<file path="config.mk">
export PLATFORM = sky130hd
export DESIGN_NAME = circle_cmd_scheduler
export DESIGN_NICKNAME = d
export VERILOG_FILES = /design/src/rtl/circle_pkg.sv /design/src/rtl/cmd_fifo.sv /design/src/rtl/circle_cmd_scheduler.sv
export SDC_FILE = /design/constraint.sdc
export NUM_CORES = 1
export LEC_CHECK = 0
export ABC_AREA = 1
export CORE_ASPECT_RATIO = 1.5
export CORE_UTILIZATION = 45
export DETAILED_ROUTE_END_ITERATION = 6
export HOLD_SLACK_MARGIN = 0.03
export PLACE_DENSITY_LB_ADDON = 0.2
export SKIP_LAST_GASP = 1
export SLEW_MARGIN = 5
export SYNTH_ARGS = -nofsm -noshare
export SYNTH_HDL_FRONTEND = slang
export SYNTH_SLANG_ARGS = --single-unit
</file>
<file path="constraint.sdc">
create_clock -name clk -period 1.85 [get_ports clk]
set_input_delay 0.2775 -clock clk [delete_from_list [all_inputs] [get_ports clk]]
set_output_delay 0.2775 -clock clk [all_outputs]
set_load 0.01 [all_outputs]
</file>
<file path="src/rtl/circle_pkg.sv">
// Shared types and constants for the circle-drawing front end.
// Command bundle, scheduler states and screen geometry.
package circle_pkg;

  localparam int X_W = 8;
  localparam int Y_W = 7;
  localparam int C_W = 3;
  localparam int R_W = 5;

  localparam int SCREEN_W_DEF = 160;
  localparam int SCREEN_H_DEF = 120;

  typedef enum logic [2:0] {
    RST,
    IDLE,
    CLEAR,
    ISSUE,
    WAIT
  } state_t;

  typedef struct packed {
    logic [R_W-1:0] radius;
    logic [C_W-1:0] colour;
  } cmd_t;

endpackage

</file>
<file path="src/rtl/cmd_fifo.sv">
// Synchronous command queue with occupancy count.
// Push while full and pop while empty are ignored.
module cmd_fifo
  import circle_pkg::*;
#(
  parameter int DEPTH = 4,
  localparam int AW = $clog2(DEPTH)
) (
  input  logic        clk,
  input  logic        rstn,
  input  logic        push,
  input  logic        pop,
  input  cmd_t        wdata,
  output cmd_t        rdata,
  output logic        full,
  output logic        empty,
  output logic [AW:0] count
);

  cmd_t mem [DEPTH];

  logic [AW-1:0] wr_ptr;
  logic [AW-1:0] rd_ptr;
  logic          do_push;
  logic          do_pop;

  assign full    = (count == (AW+1)'(DEPTH));
  assign empty   = (count == '0);
  assign do_push = push && !full;
  assign do_pop  = pop && !empty;
  assign rdata   = mem[rd_ptr];

  always_ff @(posedge clk) begin
    if (!rstn) begin
      wr_ptr <= '0;
      rd_ptr <= '0;
      count  <= '0;
    end else begin
      if (do_push) wr_ptr <= wr_ptr + 1'b1;
      if (do_pop)  rd_ptr <= rd_ptr + 1'b1;
      unique case ({do_push, do_pop})
        2'b10:   count <= count + 1'b1;
        2'b01:   count <= count - 1'b1;
        default: count <= count;
      endcase
    end
  end

  always_ff @(posedge clk) begin
    if (do_push) mem[wr_ptr] <= wdata;
  end

endmodule

</file>
<file path="src/rtl/circle_cmd_scheduler.sv">
// Queues circle commands, sequences the engine and owns the VGA port.
// Clear pixels come from registered counters; engine pixels pass through.
module circle_cmd_scheduler
  import circle_pkg::*;
#(
  parameter int             FIFO_DEPTH     = 4,
  parameter bit             CLEAR_ON_RESET = 1'b1,
  parameter logic [C_W-1:0] CLEAR_COLOUR   = 3'b000,
  parameter int             SCREEN_W       = SCREEN_W_DEF,
  parameter int             SCREEN_H       = SCREEN_H_DEF
) (
  input  logic           clk,
  input  logic           rstn,
  input  logic           cmd_valid,
  output logic           cmd_ready,
  input  logic [R_W-1:0] cmd_radius,
  input  logic [C_W-1:0] cmd_colour,
  input  logic           clear_req,
  output logic           busy,
  output logic           eng_draw,
  output logic [R_W-1:0] eng_radius,
  output logic [C_W-1:0] eng_colour,
  input  logic           eng_done,
  input  logic [X_W-1:0] eng_x,
  input  logic [Y_W-1:0] eng_y,
  input  logic [C_W-1:0] eng_vcolour,
  input  logic           eng_plot,
  output logic [X_W-1:0] vga_x,
  output logic [Y_W-1:0] vga_y,
  output logic [C_W-1:0] vga_colour,
  output logic           vga_plot
);

  localparam int AW = $clog2(FIFO_DEPTH);

  state_t         state;
  state_t         state_nxt;
  logic [X_W-1:0] cx;
  logic [Y_W-1:0] cy;
  logic           clear_pend;
  logic           pop;
  logic           last_x;
  logic           last_y;
  cmd_t           wcmd;
  cmd_t           head;
  logic           fifo_full;
  logic           fifo_empty;
  logic [AW:0]    fifo_count;

  assign wcmd      = '{radius: cmd_radius, colour: cmd_colour};
  assign cmd_ready = !fifo_full;
  assign busy      = (state != IDLE) || (fifo_count != '0);
  assign last_x    = (cx == X_W'(SCREEN_W - 1));
  assign last_y    = (cy == Y_W'(SCREEN_H - 1));

  cmd_fifo #(
    .DEPTH(FIFO_DEPTH)
  ) u_fifo (
    .clk  (clk),
    .rstn (rstn),
    .push (cmd_valid),
    .pop  (pop),
    .wdata(wcmd),
    .rdata(head),
    .full (fifo_full),
    .empty(fifo_empty),
    .count(fifo_count)
  );

  always_comb begin
    state_nxt = state;
    pop       = 1'b0;
    unique case (state)
      RST:   state_nxt = CLEAR_ON_RESET ? CLEAR : IDLE;
      IDLE: begin
        if (clear_req || clear_pend) state_nxt = CLEAR;
        else if (!fifo_empty)        state_nxt = ISSUE;
      end
      CLEAR: if (last_x && last_y) state_nxt = IDLE;
      ISSUE: begin
        pop       = 1'b1;
        state_nxt = WAIT;
      end
      WAIT:  if (eng_done) state_nxt = IDLE;
      default: state_nxt = RST;
    endcase
  end

  always_ff @(posedge clk) begin
    if (!rstn) begin
      state      <= RST;
      clear_pend <= 1'b0;
      cx         <= '0;
      cy         <= '0;
      eng_draw   <= 1'b0;
      eng_radius <= '0;
      eng_colour <= '0;
    end else begin
      state    <= state_nxt;
      eng_draw <= (state == ISSUE);
      if (state == ISSUE) begin
        eng_radius <= head.radius;
        eng_colour <= head.colour;
      end
      // IDLE consumes any pending request on its way into CLEAR
      if (state == IDLE)
        clear_pend <= 1'b0;
      else if (clear_req && state != RST)
        clear_pend <= 1'b1;
      if (state == CLEAR) begin
        if (last_x) begin
          cx <= '0;
          cy <= last_y ? '0 : cy + 1'b1;
        end else begin
          cx <= cx + 1'b1;
        end
      end else begin
        cx <= '0;
        cy <= '0;
      end
    end
  end

  always_comb begin
    vga_x      = '0;
    vga_y      = '0;
    vga_colour = '0;
    vga_plot   = 1'b0;
    unique case (1'b1)
      (state == CLEAR): begin
        vga_x      = cx;
        vga_y      = cy;
        vga_colour = CLEAR_COLOUR;
        vga_plot   = 1'b1;
      end
      (state == WAIT): begin
        vga_x      = eng_x;
        vga_y      = eng_y;
        vga_colour = eng_vcolour;
        vga_plot   = eng_plot;
      end
      default: ;
    endcase
  end

endmodule

</file>
; ---- Word level (Yosys, flattened, before mapping)
; Memory sizes are Yosys's and may differ from the RTL's. A register that Yosys moved wholly into a read port is not among the register bits.
; Cells that the tools add are included.
; Widths: inputs -> output; s select.
[word_totals]
elab_cells = 62
mem_bits_rw = 32
n_memories = 1
reg_bits = 27
input_bits = 32
[memory_table]
columns = name, depth, word_bits, rd, rd_ports_with_merged_regs, wr, line
row1 = u_fifo.mem, 4, 8, 1, 1, 1, cmd_fifo.sv:20  ; cmd_t mem [DEPTH];
[classes]
n_addsub = 6
reduce_logical = 18
n_eq_ne = 13
bitwise = 2
mux = 14
[op_table]
columns = op, count
row1 = $pmux 8 s2, 1
row2 = $mux 3, 5
row3 = $pmux 3 s5, 1
row4 = $pmux 7 s2, 1
row5 = $add 8x1->8 const B, 1
row6 = $eq 8x8->1 const B, 1
row7 = $add 7x1->7 const B, 1
row8 = $eq 7x7->1 const B, 1
row9 = $mux 7, 1
row10 = $eq 3x2->1 const B, 2
row11 = $eq 3x3->1 const B, 2
row12 = $logic_not 3->1, 2
row13 = $pmux 3 s2, 1
row14 = $reduce_bool 3->1, 2
row15 = $add 2x1->2 const B, 2
row16 = $logic_and 1x1->1, 4
row17 = $ne 2x2->1 const B, 2
row18 = $add 3x1->3 const B, 1
row19 = $eq 3x1->1 const B, 1
row20 = $logic_not 1->1, 3
row21 = $mux 1, 3
row22 = $ne 3x1->1 const B, 1
row23 = $ne 3x3->1 const B, 1
row24 = $reduce_and 3->1, 1
row25 = 10 further kinds, 12

; ---- Longest topological paths before layout
; Gate-level depths: netlist of the first run.
[depth]
depth_word = 5
mapped_depth = 11

; ---- Hierarchy
; Synthesis of the first run repeated with hierarchy kept, for this count alone.
[unflattened]
cells_unflattened = 356
area_unflattened_um2 = 3106.7
[by_module_without_submodules]
columns = mod, instances, area_per_inst_um2, seq_area_each_um2, cells_each
row1 = cmd_fifo, 1, 1681.6, 1141.1, 145
row2 = circle_cmd_scheduler, 1, 1425.1, 560.5, 211

; ---- Worst setup path after synthesis of the first run
; Ideal clock, no wire load.
[synth_path]
kind = register to register
from = reg u_fifo.count[1]
to = reg u_fifo.count[2]
stages_incl_launch_ff = 11
path_slack_ns = -0.021
t_arrival_ns = 1.749
setup_ns = 0.122
n_path_buf = 0
path_cell_list = dfxtp_1 -> inv_1 -> nand3_1 -> nand2_1 -> ha_1 -> inv_1 -> fa_1 -> a21oi_1 -> o21ai_0 -> o21ai_0 -> a21oi_1
[synth_via]
elab_chain_len = 5
word_cells_on_any_way = 12
cone_classes = add/sub: 2 / eq/ne: 3 / mux: 1 / reduce/logical: 6
[synth_rtl]
columns = element, line
row1 = "start, declared", cmd_fifo.sv:17  ; output logic [AW:0] count
row2 = "start signal, assigned", cmd_fifo.sv:42  ; 2'b10: count <= count + 1'b1;
row3 = "start signal, assigned", cmd_fifo.sv:43  ; 2'b01: count <= count - 1'b1;
row4 = "start signal, assigned", cmd_fifo.sv:44  ; default: count <= count;
row5 = $eq 3x3->1 *, cmd_fifo.sv:27  ; assign full = (count == (AW+1)'(DEPTH));
row6 = $logic_not 1->1 *, -
row7 = net cmd_ready, circle_cmd_scheduler.sv:15  ; output logic cmd_ready,
row8 = $logic_and 1x1->1 *, cmd_fifo.sv:29  ; assign do_push = push && !full;
row9 = $eq 2x1->1 or $eq 2x2->1 (tied branches), cmd_fifo.sv:41  ; unique case ({do_push, do_pop})
row10 = $pmux 3 s2 or $reduce_bool 2->1 (tied branches), -
; The timed path passes the listed nets; every way through them passes the cells marked *.
; A chain may end at the register's enable or synchronous reset.

; ---- Final worst setup path of the first run
[layout_path]
from = reg state[1]
to = reg u_fifo.count[2]
[layout_via]
elab_chain_len = 5
word_cells_on_any_way = 7
cone_classes = eq/ne: 3 / mux: 2 / reduce/logical: 2
[layout_rtl]
columns = element, line
row1 = "start, declared", circle_cmd_scheduler.sv:36  ; state_t state;
row2 = "start signal, assigned", circle_cmd_scheduler.sv:99  ; state <= state_nxt;
row3 = $eq 3x2->1 *, circle_cmd_scheduler.sv:73  ; unique case (state)
row4 = $mux 1 *, circle_cmd_scheduler.sv:73
row5 = $logic_and 1x1->1 *, cmd_fifo.sv:30  ; assign do_pop = pop && !empty;
row6 = net u_fifo.do_pop, cmd_fifo.sv:25  ; logic do_pop;
row7 = $eq 2x1->1 or $eq 2x2->1 (tied branches), cmd_fifo.sv:41
row8 = $pmux 3 s2 or $reduce_bool 2->1 (tied branches), -
; Marked as above.

==> qor.yml, run 1 <==
gp_congestion: 0.803
status: "completed"
antenna_left: 0
clkSlewWorstSetupHoldPaths_ps: 70
critPathTopFamily: "adder cells"
wl_met3_um: 333
yosys_warnings: 0
port_buffers: 61
hold_viol: 0
clk_root_buffer_cell: "clkbuf_8"
ir_drop_mv: 0.617
cts_tree: "built"
total_power_uw: 3260
drt_iter0_drc: 118
dr_wl_met2_um: 3610
numCtsBuffers: 9
r2r_setup_slack_ps: 20
vias: 2562
end_kind: "flop"
ys_seq_area_frac: 0.546
reg2reg_to: "u_fifo.count[2]"
synth_seq_cells: 67
grt_pass1_vias: 2496
power_density_nw_per_um2: 804
nets: 480
grt_overflow: 0
hold_buffers: 0
period_share: 0.988
path_buf_inv: 3
worst_hold_slack_ps: 450
drc: 0
cpPeakStageDelay_ps: 370
grt_usage: 0.207
r2r_start: "state[1]"
worstPathCellList: "inv_2 -> nor3_2 -> nand2_1 -> inv_2 -> ha_4 -> inv_2 -> fa_2 -> a21oi_2 -> o21ai_2 -> o21ai_1 -> a21oi_1"
ys_types: 32
holdPathEnd: "u_fifo.count[0]"
h-tree-depth: 3
hold_path_class: "flop to flop"
area_growth_pct: 33.2
worstHoldStart: "u_fifo.count[0]"
syn-instance-count: 352
core_area_um2: 6530
grt_max_degree: 18
worstPathArrival_ps: 2060
initial_core_util: 0.466
clock_skew_ps: 5.96
maxCapViolations: 0
num_rows: 36
wirelength_met1_um: 2650
cp.required_ps: 2080
crit_fanout: 3
grt_setup_unrepaired: "true"
drive_above_1_share: 0.184
dpl.hpwl_um: 4690
ctsLongestPathBuffers: 2
grt_pass1_wl_um: 11200
vias_per_cell: 4.92
maxSlewHeadroom: 0.682
clock_latency_ps: 340
setup_viol: 0
antenna_found_initial: 0
worst_slew_pin_slew_ps: 476
worst_r2r_path_depth: 11
dieWidth_um: 69.1
synth_area_per_cell_um2: 8.64
antenna_cells: 0
fillers: 579
hold_path_depth: 1
layout_min_cycle_time_ps: 1830
placed_area_um2: 3860
critPathKind: "flop to flop"
maxSlewViolCount: 0
synth_area_um2: 3040
drt_pass1_iterations: 5
path_common_cell: "inv_2"
stdcell_area_um2: 4050
p_leak_uw: 0.00172
cp-start-kind: "flop"
synth_fp_nets: 392
routed_wl_um: 6680
clock_sinks: 67
wire_per_inst_um: 12.8
crit_start: "state[1]"
ios: 62
fmax_mhz: 547
crit_slowest_cell: "fa_2"
dieArea_um2: 7100
routed.top_layer: "met4"
die_h_um: 103
==> sequential cells by signal, summed over array words and instances (netlist names) <==
signal         flops
cy                 7
clear_pend         1
state              3
eng_radius         5
cx                 8
u_fifo.count       3
u_fifo.mem        32
eng_colour         3
eng_draw           1
u_fifo.rd_ptr      2
u_fifo.wr_ptr      2
==> routing by layer <==
metal  vias up  GRT usage
li1       1336          -
met1      1146      0.208
met2        73      0.396
met3         7     0.0626
met4         0     0.0832
met5         -          0
==> synthesized netlist by cell type, drive strengths merged <==
cell    number  area (um^2)
a21oi       15         75.1
a22o         1         8.76
a31oi        1         6.26
buf          5         30.0
clkbuf       3         12.5
dfxtp       35          701
edfxtp      32          961
fa           1         20.0
ha           7         87.6
inv         54          203
nand2       53          206
nand3       15          103
nand4        2         12.5
nor2        64          269
nor3         6         35.0
nor3b        1         7.51
nor4         2         12.5
o21a         1         7.51
o21ai       45          225
o22ai        8         50.1
xnor2        1         8.76
==> how the worst max path moves through the flow <==
stage / slack (ps) / cells after the start / end
floorplan: 40 / 10 / u_fifo.count[2]
global placement: -30 / 9 / u_fifo.count[2]
detailed placement: -60 / 9 / u_fifo.count[2]
CTS: -230 / 6 / vga_y[5]
global route: -80 / 11 / u_fifo.count[2]
finish: 20 / 11 / u_fifo.count[2]
==> metrics by stage <==
| step | setup slack [ps] | util | cells | TNS (ps) |
|---|---|---|---|---|
| 4_1_cts | -226 | 0.615 | 519 | -413 |
| 3_3_place_gp | -33.0 | 0.591 | 500 | -33.0 |
| 3_5_place_dp | -61.5 | 0.591 | 500 | -61.5 |
| 6_report | 22.1 | 0.620 | 521 | 0 |
| 2_1_floorplan | 35.0 | - | 352 | 0 |
| 5_1_grt | -83.0 | 0.620 | 521 | -160 |
==> repair_timing <==
item | CTS | global route
gates resized for setup | 55 | 23
endpoints found under the setup margin | 21 | 21
hold endpoints to repair | 0 | 0
setup buffers | 3 | 2
pin swaps | 0 | 6
==> final cells by class <==
cell class              count  area [um^2]  share of cell area
inverters                  54          208              0.0513
well taps                  76         95.1              0.0235
clock buffers              10          138              0.0340
clock inverters             6         40.0             0.00989
flip-flops and latches     67         1660               0.411
repair buffers             85          741               0.183
multi-input cells         223         1160               0.288
==> placed cells by master, fill, tap and decap left out, types with 2 or more instances in the layout <==
cell type / Yosys / final
nor4_1: 2 / 2
o21ai_0: 36 / 34
dfxtp_2: 0 / 2
dlygate4sd2_1: 0 / 4
dlymetal6s2s_1: 0 / 2
o22ai_1: 8 / 8
nand2_1: 50 / 49
a21oi_1: 15 / 14
ha_1: 7 / 6
nor3_2: 1 / 2
o21ai_1: 9 / 10
nand3_2: 3 / 3
nand4_1: 2 / 2
clkdlybuf4s50_1: 0 / 41
nand2_2: 3 / 4
inv_2: 3 / 7
inv_1: 51 / 46
nor3_1: 5 / 4
clkinvlp_4: 0 / 2
buf_4: 2 / 22
clkinv_2: 0 / 2
dfxtp_1: 35 / 33
clkbuf_8: 0 / 10
nor2_2: 2 / 2
buf_2: 3 / 10
nand3_1: 11 / 11
nor2_1: 60 / 60
edfxtp_1: 32 / 32
clkbuf_2: 1 / 4
clkinv_4: 0 / 2
==> report_power, final <==
part	total, uW	internal, uW	switching, uW
Sequential	1660	1630	34.4
Combinational	520	256	264
Clock	1070	520	552
==> cells by family after synthesis <==
logic type,share of synthesized area
buf+inv,0.0806
flops,0.546
compound gates,0.123
fa+ha+maj,0.0354
simple gates,0.212
xor+xnor,0.00288
(Power assumes the default switching activity.)
==> inputs of run 2 (changes only) <==
--- a/config.mk
+++ b/config.mk
@@ -10,7 +10,8 @@
 export CORE_UTILIZATION = 45
 export DETAILED_ROUTE_END_ITERATION = 6
 export HOLD_SLACK_MARGIN = 0.03
-export PLACE_DENSITY_LB_ADDON = 0.2
+export PLACE_DENSITY = 0.76
+export SKIP_CTS_REPAIR_TIMING = 1
 export SKIP_LAST_GASP = 1
 export SLEW_MARGIN = 5
 export SYNTH_ARGS = -nofsm -noshare
==> qor.yml, run 2 (synthesized netlist as in run 1, its figures left out) <==
clkPwrFrac: 0.382
ctsLongestPathBuffers: 2
numCtsBuffers: 9
critPathKind: "flop to primary output"
cp.required_ps: 1570
dpl.hpwl_um: 4860
crit_fanout: 7
grt_setup_unrepaired: "true"
gp_congestion: 0.808
clock_latency_ps: 350
clock_skew_ps: 7.33
drive_above_1_share: 0.133
grt_usage: 0.201
worstPathArrival_ps: 1740
timing.final.ws_setup_ps: -164
p_leak_uw: 0.00198
top_register: "u_fifo.mem"
antenna_left: 0
grt_pass1_vias: 2571
grt_pass1_wl_um: 11100
largest_reg_flops: 32
maxSlewHeadroom: 0.667
worst_hold_slack_ps: 462
fillers: 554
nets: 479
status: "finished with violations"
final_common_cell: "nor2_1"
wire_per_inst_um: 12.9
antenna_found_initial: 0
grt_max_degree: 18
pwr-share-comb: 0.143
core_area_um2: 6530
h-tree-depth: 3
port_buffers: 61
maxSlewViolCount: 0
place_ws_ps: -84.5
seqPwrFrac: 0.475
worst_slew_pin_slew_ps: 498
area_growth_pct: 36.8
top_regs: "u_fifo.mem: 32 flops, cx: 8 flops, cy: 7 flops"
switching_share: 0.247
ios: 62
power_density_nw_per_um2: 841
switchingPower_uw: 865
violations: "negative setup slack"
cts_tree: "built"
drt_pass1_iterations: 4
grt_overflow: 0
hold_viol: 0
period_share: 1.09
initial_core_util: 0.466
vias_per_cell: 5.01
num_rows: 36
setup_viol: 3
final_cell_mix: "nor2_1, inv_1, nand2_1, clkdlybuf4s50_1"
drt_iter0_drc: 91
vias: 2604
total_power_uw: 3500
end_kind: "primary output"
clk_root_buffer_cell: "clkbuf_8"
hold_path_class: "flop to flop"
antenna_cells: 0
ir_drop_mv: 0.794
clkSlewWorstSetupHoldPaths_ps: 70
dieWidth_um: 69.1
layout_min_cycle_time_ps: 2010
fmax_mhz: 497
routed_wl_um: 6700
dieArea_um2: 7100
clock_sinks: 67
die_h_um: 103
maxCapViolations: 0
cp-start-kind: "flop"
p_int_uw: 2640
drc: 0
[run 2: cell count changes in the layout (fill, tap and decap cells not counted), sizes merged]
cell,delta
buf,-11
inv,+1
dlygate4sd2,-4
clkdlybuf4s50,+2
clkbuf,-5
bufinv,+2
clkinvlp,-1
clkinv,-1
dlymetal6s2s,+16
[run 2: power by group through the flow]
stage | Clock (uW) | Combinational [uW] | Sequential (uW)
3_5_place_dp | 0 | 495 | 1690
3_3_place_gp | 0 | 482 | 1690
2_1_floorplan | 0 | 230 | 1700
5_1_grt | 1420 | 556 | 1670
4_1_cts | 1370 | 499 | 1660
6_report | 1340 | 501 | 1660
[run 2: through the flow]
| step | instance area, um^2 | std cells | setup TNS, ps | utilization |
|---|---|---|---|---|
| finish | 4160 | 520 | -312 | 0.637 |
| global route | 4160 | 520 | -1000 | 0.637 |
| CTS | 4080 | 517 | -5710 | 0.625 |
| detailed placement | 3860 | 501 | -84.5 | 0.591 |
| global placement | 3860 | 501 | -24.8 | 0.591 |
| floorplan | 3040 | 352 | 0 | - |
[run 2: worst paths after layout]
check | startpoint | end | slack [ps] | cells past startpoint
hold reg to reg | u_fifo.count[0] | u_fifo.count[0] | 460 | 1
setup reg to reg | state[0] | u_fifo.count[2] | -10 | 11
setup / recovery | state[2] | vga_plot | -160 | 5
hold / removal | u_fifo.count[0] | u_fifo.count[0] | 460 | 1
[run 2: final cells by class]
| type | count | area (um^2) | area share |
|---|---|---|---|
| clock buffer | 9 | 124 | 0.0298 |
| tap | 76 | 95.1 | 0.0229 |
| clock inverter | 7 | 98.8 | 0.0238 |
| timing repair buffer | 84 | 828 | 0.199 |
| multi-input combinational | 223 | 1140 | 0.275 |
| inverter | 54 | 210 | 0.0505 |
| sequential | 67 | 1660 | 0.400 |
[run 2: metal layers]
layer | share of wire | GRT usage | routed length, um
met5 | 0 | 0 | 0
met3 | 0.052 | 0.0469 | 351
met1 | 0.38 | 0.198 | 2530
met4 | 0.021 | 0.108 | 142
met2 | 0.55 | 0.387 | 3680
[run 2: critical path: stages (launching register included)]
cell             delay, ps
dfxtp_1                350
inv_1                   80
nand3_2                160
buf_4                  210
nand2_1                 70
clkdlybuf4s50_1        530
